## src/rtl/uart_tx_scheduler_if.sv

```systemverilog
// Bundle between the byte requesters, the scheduler and the uart_tx core.
// master = scheduler side, slave = requesters plus transmitter.
interface uart_tx_scheduler_if #(
    parameter int unsigned NUM_REQ   = 4,
    parameter int unsigned DATA_BITS = 8
);
    localparam int unsigned IdW = $clog2(NUM_REQ);

    logic [NUM_REQ-1:0]           req_valid;
    logic [NUM_REQ*DATA_BITS-1:0] req_data;
    logic [NUM_REQ-1:0]           req_ready;
    logic [IdW-1:0]               grant_id;
    logic                         busy;
    logic                         tx_start;
    logic [DATA_BITS-1:0]         tx_data;
    logic                         tx_ready;
    logic                         tx_done;
    logic                         timeout_err;

    modport master (
        input  req_valid, req_data, tx_ready, tx_done,
        output req_ready, grant_id, busy, tx_start, tx_data, timeout_err
    );

    modport slave (
        output req_valid, req_data, tx_ready, tx_done,
        input  req_ready, grant_id, busy, tx_start, tx_data, timeout_err
    );
endinterface

```

## src/rtl/uart_tx_scheduler.sv

```systemverilog
// Round-robin sharing of one UART transmitter among NUM_REQ byte requesters,
// with optional channel header byte and a tx_done watchdog.
module uart_tx_scheduler #(
    parameter int unsigned          NUM_REQ     = 4,
    parameter int unsigned          DATA_BITS   = 8,
    parameter bit                   ADD_HEADER  = 1'b1,
    parameter logic [DATA_BITS-1:0] HEADER_BASE = DATA_BITS'(8'hA0),
    parameter int unsigned          TIMEOUT_CYC = 20000
) (
    input logic                 clk,
    input logic                 rst_n,
    uart_tx_scheduler_if.master bus_io
);
    localparam int unsigned IdW  = $clog2(NUM_REQ);
    localparam int unsigned CntW = $clog2(TIMEOUT_CYC) + 1;
    localparam logic [CntW-1:0] CntLast = CntW'(TIMEOUT_CYC - 1);

    localparam logic [2:0] StIdle     = 3'd0;
    localparam logic [2:0] StHdrSend  = 3'd1;
    localparam logic [2:0] StHdrWait  = 3'd2;
    localparam logic [2:0] StDataSend = 3'd3;
    localparam logic [2:0] StDataWait = 3'd4;

    logic [2:0]           state_q, state_d;
    logic [IdW-1:0]       last_q, last_d;
    logic [IdW-1:0]       gid_q, gid_d;
    logic [DATA_BITS-1:0] byte_q, byte_d;
    logic [NUM_REQ-1:0]   rdy_q, rdy_d;
    logic                 start_q, start_d;
    logic [DATA_BITS-1:0] txd_q, txd_d;
    logic                 terr_q, terr_d;
    logic [CntW-1:0]      cnt_q, cnt_d;

    logic                 found;
    logic [IdW-1:0]       win;
    logic [DATA_BITS-1:0] win_data;

    // Rotating priority: first valid requester strictly after last_q wins.
    always_comb begin
        int unsigned idx;
        idx      = 0;
        found    = 1'b0;
        win      = last_q;
        win_data = '0;
        for (int unsigned k = 1; k <= NUM_REQ; k++) begin
            idx = (32'(last_q) + k) % NUM_REQ;
            if (!found && bus_io.req_valid[IdW'(idx)]) begin
                found = 1'b1;
                win   = IdW'(idx);
            end
        end
        for (int i = 0; i < NUM_REQ; i++) begin
            if (win == IdW'(i)) win_data = bus_io.req_data[i*DATA_BITS +: DATA_BITS];
        end
    end

    always_comb begin
        state_d = state_q;
        last_d  = last_q;
        gid_d   = gid_q;
        byte_d  = byte_q;
        rdy_d   = '0;
        start_d = 1'b0;
        txd_d   = txd_q;
        terr_d  = 1'b0;
        cnt_d   = cnt_q;
        case (state_q)
            StIdle: begin
                if (found) begin
                    rdy_d   = NUM_REQ'(1) << win;
                    gid_d   = win;
                    byte_d  = win_data;
                    state_d = ADD_HEADER ? StHdrSend : StDataSend;
                end
            end
            StHdrSend, StDataSend: begin
                if (bus_io.tx_ready) begin
                    start_d = 1'b1;
                    cnt_d   = '0;
                    if (state_q == StHdrSend) begin
                        txd_d   = HEADER_BASE | DATA_BITS'(gid_q);
                        state_d = StHdrWait;
                    end else begin
                        txd_d   = byte_q;
                        state_d = StDataWait;
                    end
                end
            end
            StHdrWait, StDataWait: begin
                // tx_done takes precedence over a coincident watchdog expiry.
                if (bus_io.tx_done) begin
                    if (state_q == StHdrWait) begin
                        state_d = StDataSend;
                    end else begin
                        last_d  = gid_q;
                        state_d = StIdle;
                    end
                end else if (cnt_q == CntLast) begin
                    terr_d  = 1'b1;
                    last_d  = gid_q;
                    state_d = StIdle;
                end else if (cnt_q != '1) begin
                    cnt_d = cnt_q + 1'b1;
                end
            end
            default: state_d = StIdle;
        endcase
    end

    always_ff @(posedge clk or negedge rst_n) begin
        if (!rst_n) begin
            state_q <= StIdle;
            last_q  <= IdW'(NUM_REQ - 1);
            gid_q   <= '0;
            byte_q  <= '0;
            rdy_q   <= '0;
            start_q <= 1'b0;
            txd_q   <= '0;
            terr_q  <= 1'b0;
            cnt_q   <= '0;
        end else begin
            state_q <= state_d;
            last_q  <= last_d;
            gid_q   <= gid_d;
            byte_q  <= byte_d;
            rdy_q   <= rdy_d;
            start_q <= start_d;
            txd_q   <= txd_d;
            terr_q  <= terr_d;
            cnt_q   <= cnt_d;
        end
    end

    assign bus_io.req_ready   = rdy_q;
    assign bus_io.grant_id    = gid_q;
    assign bus_io.busy        = (state_q != StIdle);
    assign bus_io.tx_start    = start_q;
    assign bus_io.tx_data     = txd_q;
    assign bus_io.timeout_err = terr_q;
endmodule
```

## src/flat_wrapper.sv

```systemverilog
// flat-port wrapper written by rule: the top's interface ports become plain ports
module uart_tx_scheduler_flat 
#(
    parameter int unsigned          NUM_REQ     = 4,
    parameter int unsigned          DATA_BITS   = 8,
    parameter bit                   ADD_HEADER  = 1'b1,
    parameter logic [DATA_BITS-1:0] HEADER_BASE = DATA_BITS'(8'hA0),
    parameter int unsigned          TIMEOUT_CYC = 20000
)
  (clk, rst_n, bus_io_req_valid, bus_io_req_data, bus_io_tx_ready, bus_io_tx_done, bus_io_req_ready, bus_io_grant_id, bus_io_busy, bus_io_tx_start, bus_io_tx_data, bus_io_timeout_err);
  uart_tx_scheduler_if #(.NUM_REQ(NUM_REQ), .DATA_BITS(DATA_BITS)) bus_io_i ();
  input logic clk;
  input logic rst_n;
  input wire logic [$bits(bus_io_i.req_valid)-1:0] bus_io_req_valid;
  input wire logic [$bits(bus_io_i.req_data)-1:0] bus_io_req_data;
  input wire logic [$bits(bus_io_i.tx_ready)-1:0] bus_io_tx_ready;
  input wire logic [$bits(bus_io_i.tx_done)-1:0] bus_io_tx_done;
  output wire logic [$bits(bus_io_i.req_ready)-1:0] bus_io_req_ready;
  output wire logic [$bits(bus_io_i.grant_id)-1:0] bus_io_grant_id;
  output wire logic [$bits(bus_io_i.busy)-1:0] bus_io_busy;
  output wire logic [$bits(bus_io_i.tx_start)-1:0] bus_io_tx_start;
  output wire logic [$bits(bus_io_i.tx_data)-1:0] bus_io_tx_data;
  output wire logic [$bits(bus_io_i.timeout_err)-1:0] bus_io_timeout_err;
  assign bus_io_i.req_valid = bus_io_req_valid;
  assign bus_io_i.req_data = bus_io_req_data;
  assign bus_io_i.tx_ready = bus_io_tx_ready;
  assign bus_io_i.tx_done = bus_io_tx_done;
  assign bus_io_req_ready = bus_io_i.req_ready;
  assign bus_io_grant_id = bus_io_i.grant_id;
  assign bus_io_busy = bus_io_i.busy;
  assign bus_io_tx_start = bus_io_i.tx_start;
  assign bus_io_tx_data = bus_io_i.tx_data;
  assign bus_io_timeout_err = bus_io_i.timeout_err;
  uart_tx_scheduler #(.NUM_REQ(NUM_REQ), .DATA_BITS(DATA_BITS), .ADD_HEADER(ADD_HEADER), .HEADER_BASE(HEADER_BASE), .TIMEOUT_CYC(TIMEOUT_CYC)) u_core (.clk(clk), .rst_n(rst_n), .bus_io(bus_io_i));
endmodule
```

## config.mk

```make
export PLATFORM = sky130hd
export DESIGN_NAME = uart_tx_scheduler_flat
export DESIGN_NICKNAME = d
export VERILOG_FILES = /design/src/rtl/uart_tx_scheduler_if.sv /design/src/rtl/uart_tx_scheduler.sv /design/src/flat_wrapper.sv
export SDC_FILE = /design/constraint.sdc
export NUM_CORES = 1
export LEC_CHECK = 0
export BUFFER_PORTS_ARGS = -buffer_cell sky130_fd_sc_hd__buf_2
export CORE_AREA = 2 2 92 94
export DETAILED_ROUTE_END_ITERATION = 7
export DIE_AREA = 0 0 94 96
export GPL_TIMING_DRIVEN = 0
export SYNTH_ARGS = -nofsm -noshare
export SYNTH_HDL_FRONTEND = slang
export SYNTH_SLANG_ARGS = --single-unit
```

## constraint.sdc

```tcl
create_clock -name clk -period 3.1 [get_ports clk]
set_clock_uncertainty 0.05 [all_clocks]
set_input_delay 0.155 -clock clk [delete_from_list [all_inputs] [get_ports clk]]
set_output_delay 0.155 -clock clk [all_outputs]
set_load 0.02 [all_outputs]
```

==> impl_metrics.tcl, run 1 <==
set metrics [dict create \
    place.detailed.hpwl_um 3900 \
    max_clock_freq_mhz 437 \
    power.static_leakage_nw 1.37 \
    vdd_ir_drop_max_uv 238 \
    slowest_delay_ns 0.57 \
    finalHoldViolations 43 \
    nets 334 \
    setup_slack_ns 0.812 \
    syn_inst 230 \
    slowest_stage "sky130_fd_sc_hd__dfstp_2" \
    outcome "finished with violations" \
    cts.root.buffer_cell "sky130_fd_sc_hd__clkbuf_8" \
    clock_tree.htree_level_count 2 \
    drc 0 \
    comb_power_share 0.433 \
    post_route_clock_period_utilization 0.738 \
    crit_type "reg -> reg" \
    tmin_final_ns 2.29 \
    layout.cells.most_common_list "sky130_fd_sc_hd__buf_2, sky130_fd_sc_hd__dfrtp_1, sky130_fd_sc_hd__mux2i_1, sky130_fd_sc_hd__nor2_1, sky130_fd_sc_hd__nand2_1" \
    power_density_nw_per_um2 815 \
    hold-worst-slack_ns -0.0448 \
    initialDrtViolationCount 47 \
    num_io_pins 57 \
    worst-endpoint-arrival_ns 2.43 \
    critPathLaunchType "flop" \
    preCtsSetupSlack_ns 0.792 \
    clock_slew_seen_by_the_registers_of_the_worst_setup_and_hold_paths_ns 0.09 \
    finalMaxSlewViolations 0 \
    placeableCoreArea_sq_um 8050 \
    initial_core_util 0.295 \
    cts.sinks 45 \
    ctsLongestPathBuffers 2 \
    yosysUniqueCellTypes 43 \
    synthArstFlopShare 1.00 \
    cell_internal_pwr_mw 1.45 \
    grt_max_degree 46 \
    fill_cells 847 \
    finalSetupViolCount 0 \
    ys_seq_elements 45 \
    multiInputGateArea_sq_um 1180 \
    initial_antenna_violation_count 0 \
    maxCapViolations 0 \
    synth-edff-count 0 \
    floorplan.die.width_um 94 \
    commonest_non_fill_non_tap_cell_in_the_layout "sky130_fd_sc_hd__buf_2" \
    synthesis.area_sq_um 2370 \
    worstMarginPinSlew_ns 0.976 \
    count_of_hold_fix_buffers_inserted_at_cts 0 \
    layout.area.seq_sq_um 1130 \
    chipHeight_um 96 \
    p_sw_mw 0.915 \
    post_drt_wl_per_cell_um 12.9 \
    p_seq_frac 0.370 \
    detailroute.via_count 1913 \
    synth_top_flop_cell "sky130_fd_sc_hd__dfrtp_1" \
    worst_skew_pair.late_latency_ns 0.31 \
    routability_congestion_estimate_from_global_placement 0.775 \
    route.final.wire_length_um 5140 \
    layout_overhead_on_the_synthesized_area_pct 22.3 \
    worstPathBufferInverterCount 1 \
    worstPathCellList "nand2b_1, o21ai_0, o21ai_0, buf_1, mux2i_1, mux2i_1, mux2_2" \
    proportion_of_synthesized_chip_area_in_sequential_cells 0.476 \
    synth_largest_type_area_fraction 0.454 \
    total_die_area_sq_um 9020 \
    avgViaCountPerCell 4.79 \
    postRouteAntennaNets 0 \
    row_count 33 \
    synth.largest_area_cell "sky130_fd_sc_hd__dfrtp_1" \
    fin_setup_tns_ns 0 \
    drive_gt1_frac 0.289 \
    via_count_of_the_first_global_routing_pass 1900 \
    switching_share 0.387 \
    synth-warning-count 0 \
    num_antenna_cells 0 \
    postCtsSetupRepairBufs 0 \
    clock_power_share 0.197 \
    grt_pass1_wl_um 8790 \
    timing.critical_path.to_type "flop" \
    rsz0062_at_grt "no" \
    cts_buffers 5 \
    dr.pass1.iters 4 \
    path_delay_family "multiplexers" \
    failed_checks "negative hold slack" \
    tritoncts "yes" \
    max-slew-margin-rel 0.349 \
    cp_max_fo 10 \
    grt_remaining_overflow 0 \
    critical_path_required_ns 3.25 \
    globalRouteTotalUtil 0.123 \
    post_cts_resized 0 \
    syn-num-nets 271 \
    avgSynthCellArea_sq_um 10.3 \
    io_buffers 56 \
    worstHoldPathType "in -> async" \
    synth_top_cells_by_area "sky130_fd_sc_hd__dfrtp_1, sky130_fd_sc_hd__mux2i_1, sky130_fd_sc_hd__mux2_2" \
]
[registers in the layout (all words and copies together), names as in the netlist]
register / count
u_core.cnt_q: 16
u_core.bus_io.tx_start: 1
u_core.bus_io.tx_data: 8
u_core.last_q: 2
u_core.state_q: 3
u_core.bus_io.req_ready: 4
u_core.byte_q: 8
u_core.bus_io.timeout_err: 1
u_core.bus_io.grant_id: 2
[logic make-up (layout without fill, tap and decap cells)]
kind of cell,Yosys count,count (layout),share of synthesized area
AND/OR/NAND/NOR,87,87,0.195
buffers and inverters,16,80,0.0279
multiplexers,36,36,0.157
adder cells (fa/ha/maj),1,1,0.00527
flip-flops,45,45,0.476
XOR/XNOR,13,13,0.0480
AO/OA/AOI/OAI,32,32,0.0907
[synthesized netlist by cell type, types with 2 or more instances]
cell type,count
sky130_fd_sc_hd__nand3b_1,2
sky130_fd_sc_hd__and4_1,2
sky130_fd_sc_hd__nand2_1,20
sky130_fd_sc_hd__nor4b_1,2
sky130_fd_sc_hd__dfrtp_1,43
sky130_fd_sc_hd__clkbuf_1,5
sky130_fd_sc_hd__nand2b_1,6
sky130_fd_sc_hd__and3_1,5
sky130_fd_sc_hd__nor4_1,4
sky130_fd_sc_hd__o21ai_0,13
sky130_fd_sc_hd__a21oi_1,6
sky130_fd_sc_hd__a31oi_1,2
sky130_fd_sc_hd__nand3_1,5
sky130_fd_sc_hd__xor2_1,12
sky130_fd_sc_hd__buf_2,5
sky130_fd_sc_hd__mux2_2,10
sky130_fd_sc_hd__nand4_1,9
sky130_fd_sc_hd__inv_1,4
sky130_fd_sc_hd__nor2_1,24
sky130_fd_sc_hd__mux2i_1,26
sky130_fd_sc_hd__dfstp_2,2
sky130_fd_sc_hd__or3_1,2
[worst paths after layout]
check                                                     startpoint                              endpoint  slack (ns)  cells past startpoint
worst max-delay path                    u_core.last_q[0]$_DFFE_PN1P_          u_core.byte_q[1]$_DFFE_PN0P_        0.81                      7
worst min-delay path                                           rst_n      u_core.bus_io.tx_start$_DFF_PN0_       -0.04                      1
worst max register to register          u_core.last_q[0]$_DFFE_PN1P_          u_core.byte_q[1]$_DFFE_PN0P_        0.81                      7
worst min register to register  u_core.bus_io.tx_data[0]$_DFFE_PN0P_  u_core.bus_io.tx_data[0]$_DFFE_PN0P_        0.43                      2
max in group asynchronous                                      rst_n           u_core.cnt_q[8]$_DFFE_PN0P_        2.44                      1
min in group clk                                     bus_io_tx_ready         u_core.state_q[0]$_DFFE_PN0P_        0.13                      3
[layer usage]
layer  global-route usage  up-vias  part of all wire
met5                    0        -                 0
met4               0.0435        0             0.016
met3               0.0219        5             0.036
met2                0.205       35              0.48
met1                0.162      927              0.47
li1                     -      946                 -
[per-stage QoR]
stage	power, mW	hold WS [ns]	cells	util	instance area (sq um)
final	2.36	-0.0448	399	0.360	2900
after global routing	2.54	0.0570	399	0.360	2900
after CTS	2.40	0.00515	399	0.360	2900
after detailed placement	1.93	0.344	391	0.346	2780
after global placement	1.91	0.331	391	0.346	2780
after floorplan	1.63	-0.191	230	-	2370
[cell type report]
class                      instances  share of cell area
multi-input combinational        169               0.406
sequential                        45               0.389
timing repair buffer              56              0.0966
tap                              105              0.0453
clock buffer                       5              0.0237
clock inverter                     3              0.0164
buffer                            11              0.0164
inverter                           5             0.00647
[worst reg2reg max path, stage by stage (launching register included)]
cell and delay, ns:
sky130_fd_sc_hd__dfstp_2 0.57, sky130_fd_sc_hd__nand2b_1 0.13, sky130_fd_sc_hd__o21ai_0 0.08, sky130_fd_sc_hd__o21ai_0 0.20, sky130_fd_sc_hd__buf_1 0.53, sky130_fd_sc_hd__mux2i_1 0.26
sky130_fd_sc_hd__mux2i_1 0.10, sky130_fd_sc_hd__mux2_2 0.27
[power groups by stage]
stage / logic [mW] / clock network [mW] / registers, mW
after detailed placement: 1.04 / 0 / 0.890
after CTS: 1.04 / 0.481 / 0.879
after global placement: 1.03 / 0 / 0.885
after global routing: 1.15 / 0.499 / 0.898
final: 1.02 / 0.467 / 0.875
after floorplan: 0.678 / 0 / 0.956
No activity file was read; power rests on OpenSTA's default activity.
==> run 2, diff against run 1 <==
Clock period 3.1 ns to 2.4 ns, I/O delays scaled along.
==> impl_metrics.tcl, run 2 (same netlist as run 1, synthesis figures left out) <==
set metrics [dict create \
    worst-endpoint-arrival_ns 2.43 \
    post_drt_wl_per_cell_um 12.8 \
    vdd_ir_drop_max_uv 308 \
    p_seq_frac 0.370 \
    layout.cells.most_common_list "sky130_fd_sc_hd__buf_2, sky130_fd_sc_hd__dfrtp_1, sky130_fd_sc_hd__mux2i_1, sky130_fd_sc_hd__nor2_1, sky130_fd_sc_hd__nand2_1" \
    max-slew-margin-rel 0.346 \
    dr.pass1.iters 4 \
    cts.root.buffer_cell "sky130_fd_sc_hd__clkbuf_8" \
    r2r_slack_ns 0.15 \
    row_count 33 \
    dr.max_layer_used "met4" \
    p_sw_mw 1.18 \
    clock_power_share 0.197 \
    worst_skew_pair.late_latency_ns 0.31 \
    timing.critical_path.to_type "flop" \
    critPathLaunchType "flop" \
    maxCapViolations 0 \
    slowest_delay_ns 0.41 \
    total_die_area_sq_um 9020 \
    worstPathCellList "buf_2, xnor2_1, o31ai_4, and4_4, nand4_4, or3_1, a21oi_1" \
    grt_max_degree 46 \
    met2_length_um 2440 \
    outcome "complete, no violations" \
    largest_register_ff_count 16 \
    crit_type "reg -> reg" \
    ctsLongestPathBuffers 2 \
    critical_path_required_ns 2.57 \
    nets 335 \
    avgViaCountPerCell 4.80 \
    finalHoldViolations 0 \
    cp_max_fo 9 \
    clock_slew_seen_by_the_registers_of_the_worst_setup_and_hold_paths_ns 0.09 \
    comb_power_share 0.433 \
    max_clock_freq_mhz 444 \
    finalSetupViolCount 0 \
    slowest_stage "sky130_fd_sc_hd__o31ai_4" \
    routability_congestion_estimate_from_global_placement 0.775 \
    top_register_by_number_of_flip_flops "u_core.cnt_q" \
    num_io_pins 57 \
    cts.sinks 45 \
    initialDrtViolationCount 48 \
    initial_antenna_violation_count 0 \
    detailroute.via_count 1920 \
    finalMaxSlewViolations 0 \
    routed-wl-met3_um 186 \
    via_count_of_the_first_global_routing_pass 1903 \
    tritoncts "yes" \
    m1WireLength_um 2420 \
    power.static_leakage_nw 1.38 \
    clock_tree.htree_level_count 2 \
    cell_internal_pwr_mw 1.88 \
    globalRouteTotalUtil 0.123 \
    post_route_clock_period_utilization 0.939 \
    initial_core_util 0.295 \
    postCtsSetupRepairBufs 0 \
    worstMarginPinSlew_ns 0.981 \
    drive_gt1_frac 0.292 \
    chipHeight_um 96 \
    cts_buffers 5 \
    power_density_nw_per_um2 1050 \
    commonest_non_fill_non_tap_cell_in_the_layout "sky130_fd_sc_hd__buf_2" \
    layout_overhead_on_the_synthesized_area_pct 22.7 \
    placeableCoreArea_sq_um 8050 \
    route.final.wire_length_um 5130 \
    worstHoldPathType "in -> reg" \
    num_antenna_cells 0 \
    postRouteAntennaNets 0 \
    io_buffers 56 \
    place.detailed.hpwl_um 3900 \
    report.power.total_mw 3.06 \
    floorplan.die.width_um 94 \
    drc 0 \
    grt_remaining_overflow 0 \
    fin_setup_tns_ns 0 \
    tmin_final_ns 2.25 \
    switching_share 0.387 \
    grt_pass1_wl_um 8800 \
    rsz0062_at_grt "no" \
]
run 2: layout make-up:
| type | instances | area (sq um) |
|---|---|---|
| repair buffers | 57 | 290 |
| flip-flops and latches | 45 | 1130 |
| inverters | 5 | 18.8 |
| clock inverters | 3 | 47.5 |
| fillers | 845 | 5140 |
| plain buffers | 11 | 48.8 |
| multi-input cells | 169 | 1180 |
| well taps | 105 | 131 |
| clock buffers | 5 | 68.8 |
run 2: worst max-delay path, delay by kind of cell, from the launching register on:
kind	cells	cell delay, ns
XOR/XNOR	1	0.20
AO/OA/AOI/OAI	2	0.55
buffers and inverters	1	0.17
flip-flops	1	0.36
AND/OR/NAND/NOR	3	0.83
run 2: layer usage:
metal  up-vias  global-route usage
li1        950                   -
met1       928               0.163
met2        37               0.205
met3         5              0.0219
met4         0              0.0435
met5         -                   0
run 2: through the flow:
step | std cells | hold slack [ns] | setup slack (ns) | instance area (sq um) | util
2_1_floorplan | 230 | -0.226 | 0.410 | 2370 | -
3_3_place_gp | 391 | 0.296 | 0.149 | 2780 | 0.346
3_5_place_dp | 391 | 0.309 | 0.0922 | 2780 | 0.346
4_1_cts | 400 | 0.0725 | 0.0853 | 2910 | 0.361
5_1_grt | 400 | 0.107 | 0.000207 | 2910 | 0.362
6_report | 400 | 0.0939 | 0.147 | 2910 | 0.362
run 2: power groups by stage:
| stage | Combinational [mW] | Sequential (mW) | Clock, mW |
|---|---|---|---|
| after floorplan | 0.876 | 1.23 | 0 |
| after global placement | 1.32 | 1.14 | 0 |
| after detailed placement | 1.35 | 1.15 | 0 |
| after CTS | 1.35 | 1.14 | 0.621 |
| after global routing | 1.48 | 1.16 | 0.645 |
| final | 1.33 | 1.13 | 0.603 |
run 2: final timing paths:
path,startpoint,cells after the start,to
min,bus_io_tx_ready,3,u_core.state_q[0]$_DFFE_PN0P_
max reg2reg,u_core.state_q[1]$_DFFE_PN0P_,7,u_core.cnt_q[9]$_DFFE_PN0P_
max in group asynchronous,rst_n,2,u_core.cnt_q[8]$_DFFE_PN0P_
max,u_core.state_q[1]$_DFFE_PN0P_,7,u_core.cnt_q[9]$_DFFE_PN0P_
min reg2reg,u_core.bus_io.tx_data[0]$_DFFE_PN0P_,2,u_core.bus_io.tx_data[0]$_DFFE_PN0P_
min in group asynchronous,rst_n,2,u_core.bus_io.tx_start$_DFF_PN0_
run 2: what timing repair did:
action,4_1_cts,5_1_grt
setup endpoints to repair,0,5
hold buffers,1,0
endpoints found under the hold margin,43,0
resized for setup,0,1
==> run 3, diff against run 2 <==
--- a/config.mk
+++ b/config.mk
@@ -11,4 +11,5 @@
 export DIE_AREA = 0 0 94 96
 export GPL_TIMING_DRIVEN = 0
+export SLEW_MARGIN = 20
 export SYNTH_ARGS = -nofsm -noshare
 export SYNTH_HDL_FRONTEND = slang
==> constraint.sdc (replaced) <==
create_clock -name clk -period 2.4 [get_ports clk]
set_clock_uncertainty 0.05 [all_clocks]
set_input_delay 0.36 -clock clk [delete_from_list [all_inputs] [get_ports clk]]
set_output_delay 0.36 -clock clk [all_outputs]
set_load 0.02 [all_outputs]
==> impl_metrics.tcl, run 3 (same netlist as run 1, synthesis figures left out) <==
set metrics [dict create \
    outcome "finished with violations" \
    failed_checks "negative hold slack" \
    critical_path_required_ns 2.57 \
    worstPathCellList "buf_2, xnor2_1, o31ai_4, and4_4, nand4_4, or3_1, a21oi_1" \
    report.power.total_mw 3.06 \
    finalSetupViolCount 0 \
    vdd_ir_drop_max_uv 308 \
    slowest_delay_ns 0.41 \
    path_delay_family "simple AND/OR/NAND/NOR gates" \
    via_count_of_the_first_global_routing_pass 1900 \
    globalRouteTotalUtil 0.123 \
    final_cell_count_no_fill 399 \
    total_die_area_sq_um 9020 \
    postRouteAntennaNets 0 \
    floorplan.die.width_um 94 \
    top_register_by_number_of_flip_flops "u_core.cnt_q" \
    grt_max_degree 46 \
    power.static_leakage_nw 1.38 \
    hold-worst-slack_ns -0.00859 \
    num_antenna_cells 0 \
    io_buffers 56 \
    nets 334 \
    preCtsSetupSlack_ns 0.0922 \
    placeableCoreArea_sq_um 8050 \
    max_clock_freq_mhz 444 \
    power_density_nw_per_um2 1050 \
    layout.cells.most_common_list "sky130_fd_sc_hd__buf_2, sky130_fd_sc_hd__dfrtp_1, sky130_fd_sc_hd__mux2i_1, sky130_fd_sc_hd__nor2_1, sky130_fd_sc_hd__nand2_1" \
    postCtsSetupRepairBufs 0 \
    drc 0 \
    crit_type "reg -> reg" \
    final_design_area_no_fill_sq_um 2900 \
    worst-endpoint-arrival_ns 2.43 \
    crit_path_start "u_core.state_q[1]$_DFFE_PN0P_" \
    clock_tree.htree_level_count 2 \
    row_count 33 \
    initial_antenna_violation_count 0 \
    count_of_hold_fix_buffers_inserted_at_cts 0 \
    slowest_stage "sky130_fd_sc_hd__o31ai_4" \
    tritoncts "yes" \
    worstHoldPathType "in -> async" \
    placed_cells_incl_taps 391 \
    cp_max_fo 9 \
    clock_slew_seen_by_the_registers_of_the_worst_setup_and_hold_paths_ns 0.09 \
    route.final.wire_length_um 5130 \
    dr.pass1.iters 4 \
    initialDrtViolationCount 47 \
    post_cts_resized 0 \
    tmin_final_ns 2.25 \
    avgViaCountPerCell 4.80 \
    place.detailed.hpwl_um 3900 \
    cts.sinks 45 \
    fill_cells 847 \
    drive_gt1_frac 0.293 \
    finalHoldViolations 25 \
    num_io_pins 57 \
    cts_buffers 5 \
    initial_core_util 0.295 \
    commonest_non_fill_non_tap_cell_in_the_layout "sky130_fd_sc_hd__buf_2" \
    cts.root.buffer_cell "sky130_fd_sc_hd__clkbuf_8" \
    final_util 0.361 \
    setup_slack_ns 0.148 \
    routability_congestion_estimate_from_global_placement 0.775 \
    finalMaxSlewViolations 0 \
    largest_register_ff_count 16 \
    post_route_clock_period_utilization 0.938 \
    layout_overhead_on_the_synthesized_area_pct 22.4 \
    timing.critical_path.to_type "flop" \
    worst_skew_pair.late_latency_ns 0.31 \
    post_drt_wl_per_cell_um 12.9 \
    detailroute.via_count 1914 \
    fin_setup_tns_ns 0 \
    placedInstanceArea_sq_um 2780 \
    critPathLaunchType "flop" \
    rsz0062_at_grt "no" \
    maxCapViolations 0 \
    max-slew-margin-rel 0.494 \
    ctsLongestPathBuffers 2 \
    worstMarginPinSlew_ns 0.752 \
    worstPathBufferInverterCount 1 \
    chipHeight_um 96 \
    grt_pass1_wl_um 8790 \
    grt_remaining_overflow 0 \
    regToRegStartpoint "u_core.state_q[1]$_DFFE_PN0P_" \
]
[run 3: worst paths after layout]
path | endpoint | cells past startpoint | slack [ns]
hold / removal | u_core.bus_io.tx_start$_DFF_PN0_ | 1 | -0.009
hold reg to reg | u_core.bus_io.tx_data[0]$_DFFE_PN0P_ | 2 | 0.43
max in group asynchronous | u_core.last_q[0]$_DFFE_PN1P_ | 1 | 1.93
setup reg to reg | u_core.cnt_q[9]$_DFFE_PN0P_ | 7 | 0.15
setup / recovery | u_core.cnt_q[9]$_DFFE_PN0P_ | 7 | 0.15
min in group clk | u_core.state_q[0]$_DFFE_PN0P_ | 3 | 0.33
[run 3: routing by layer]
layer / part of all wire / vias to the layer above / wire length [um] / GRT usage
met5: 0 / - / 0 / 0
met4: 0.016 / 0 / 84 / 0.0435
met3: 0.036 / 5 / 184 / 0.0219
met2: 0.48 / 35 / 2440 / 0.205
met1: 0.47 / 927 / 2420 / 0.162
li1: - / 947 / - / -
[run 3: cell type report]
type | instances | area (sq um) | area share
Multi-Input combinational cell | 169 | 1180 | 0.405
Sequential cell | 45 | 1130 | 0.389
Timing Repair Buffer | 56 | 283 | 0.0974
Tap cell | 105 | 131 | 0.0452
Clock buffer | 5 | 68.8 | 0.0237
Buffer | 11 | 48.8 | 0.0168
Clock inverter | 3 | 47.5 | 0.0164
Inverter | 5 | 18.8 | 0.00646
[run 3: report_power, final]
group	total [mW]	internal, mW	leakage, nW	switching [mW]
clock	0.603	0.318	0.0591	0.285
combinational	1.32	0.562	0.741	0.762
sequential	1.13	0.995	0.576	0.135
total	3.06	1.87	1.38	1.18
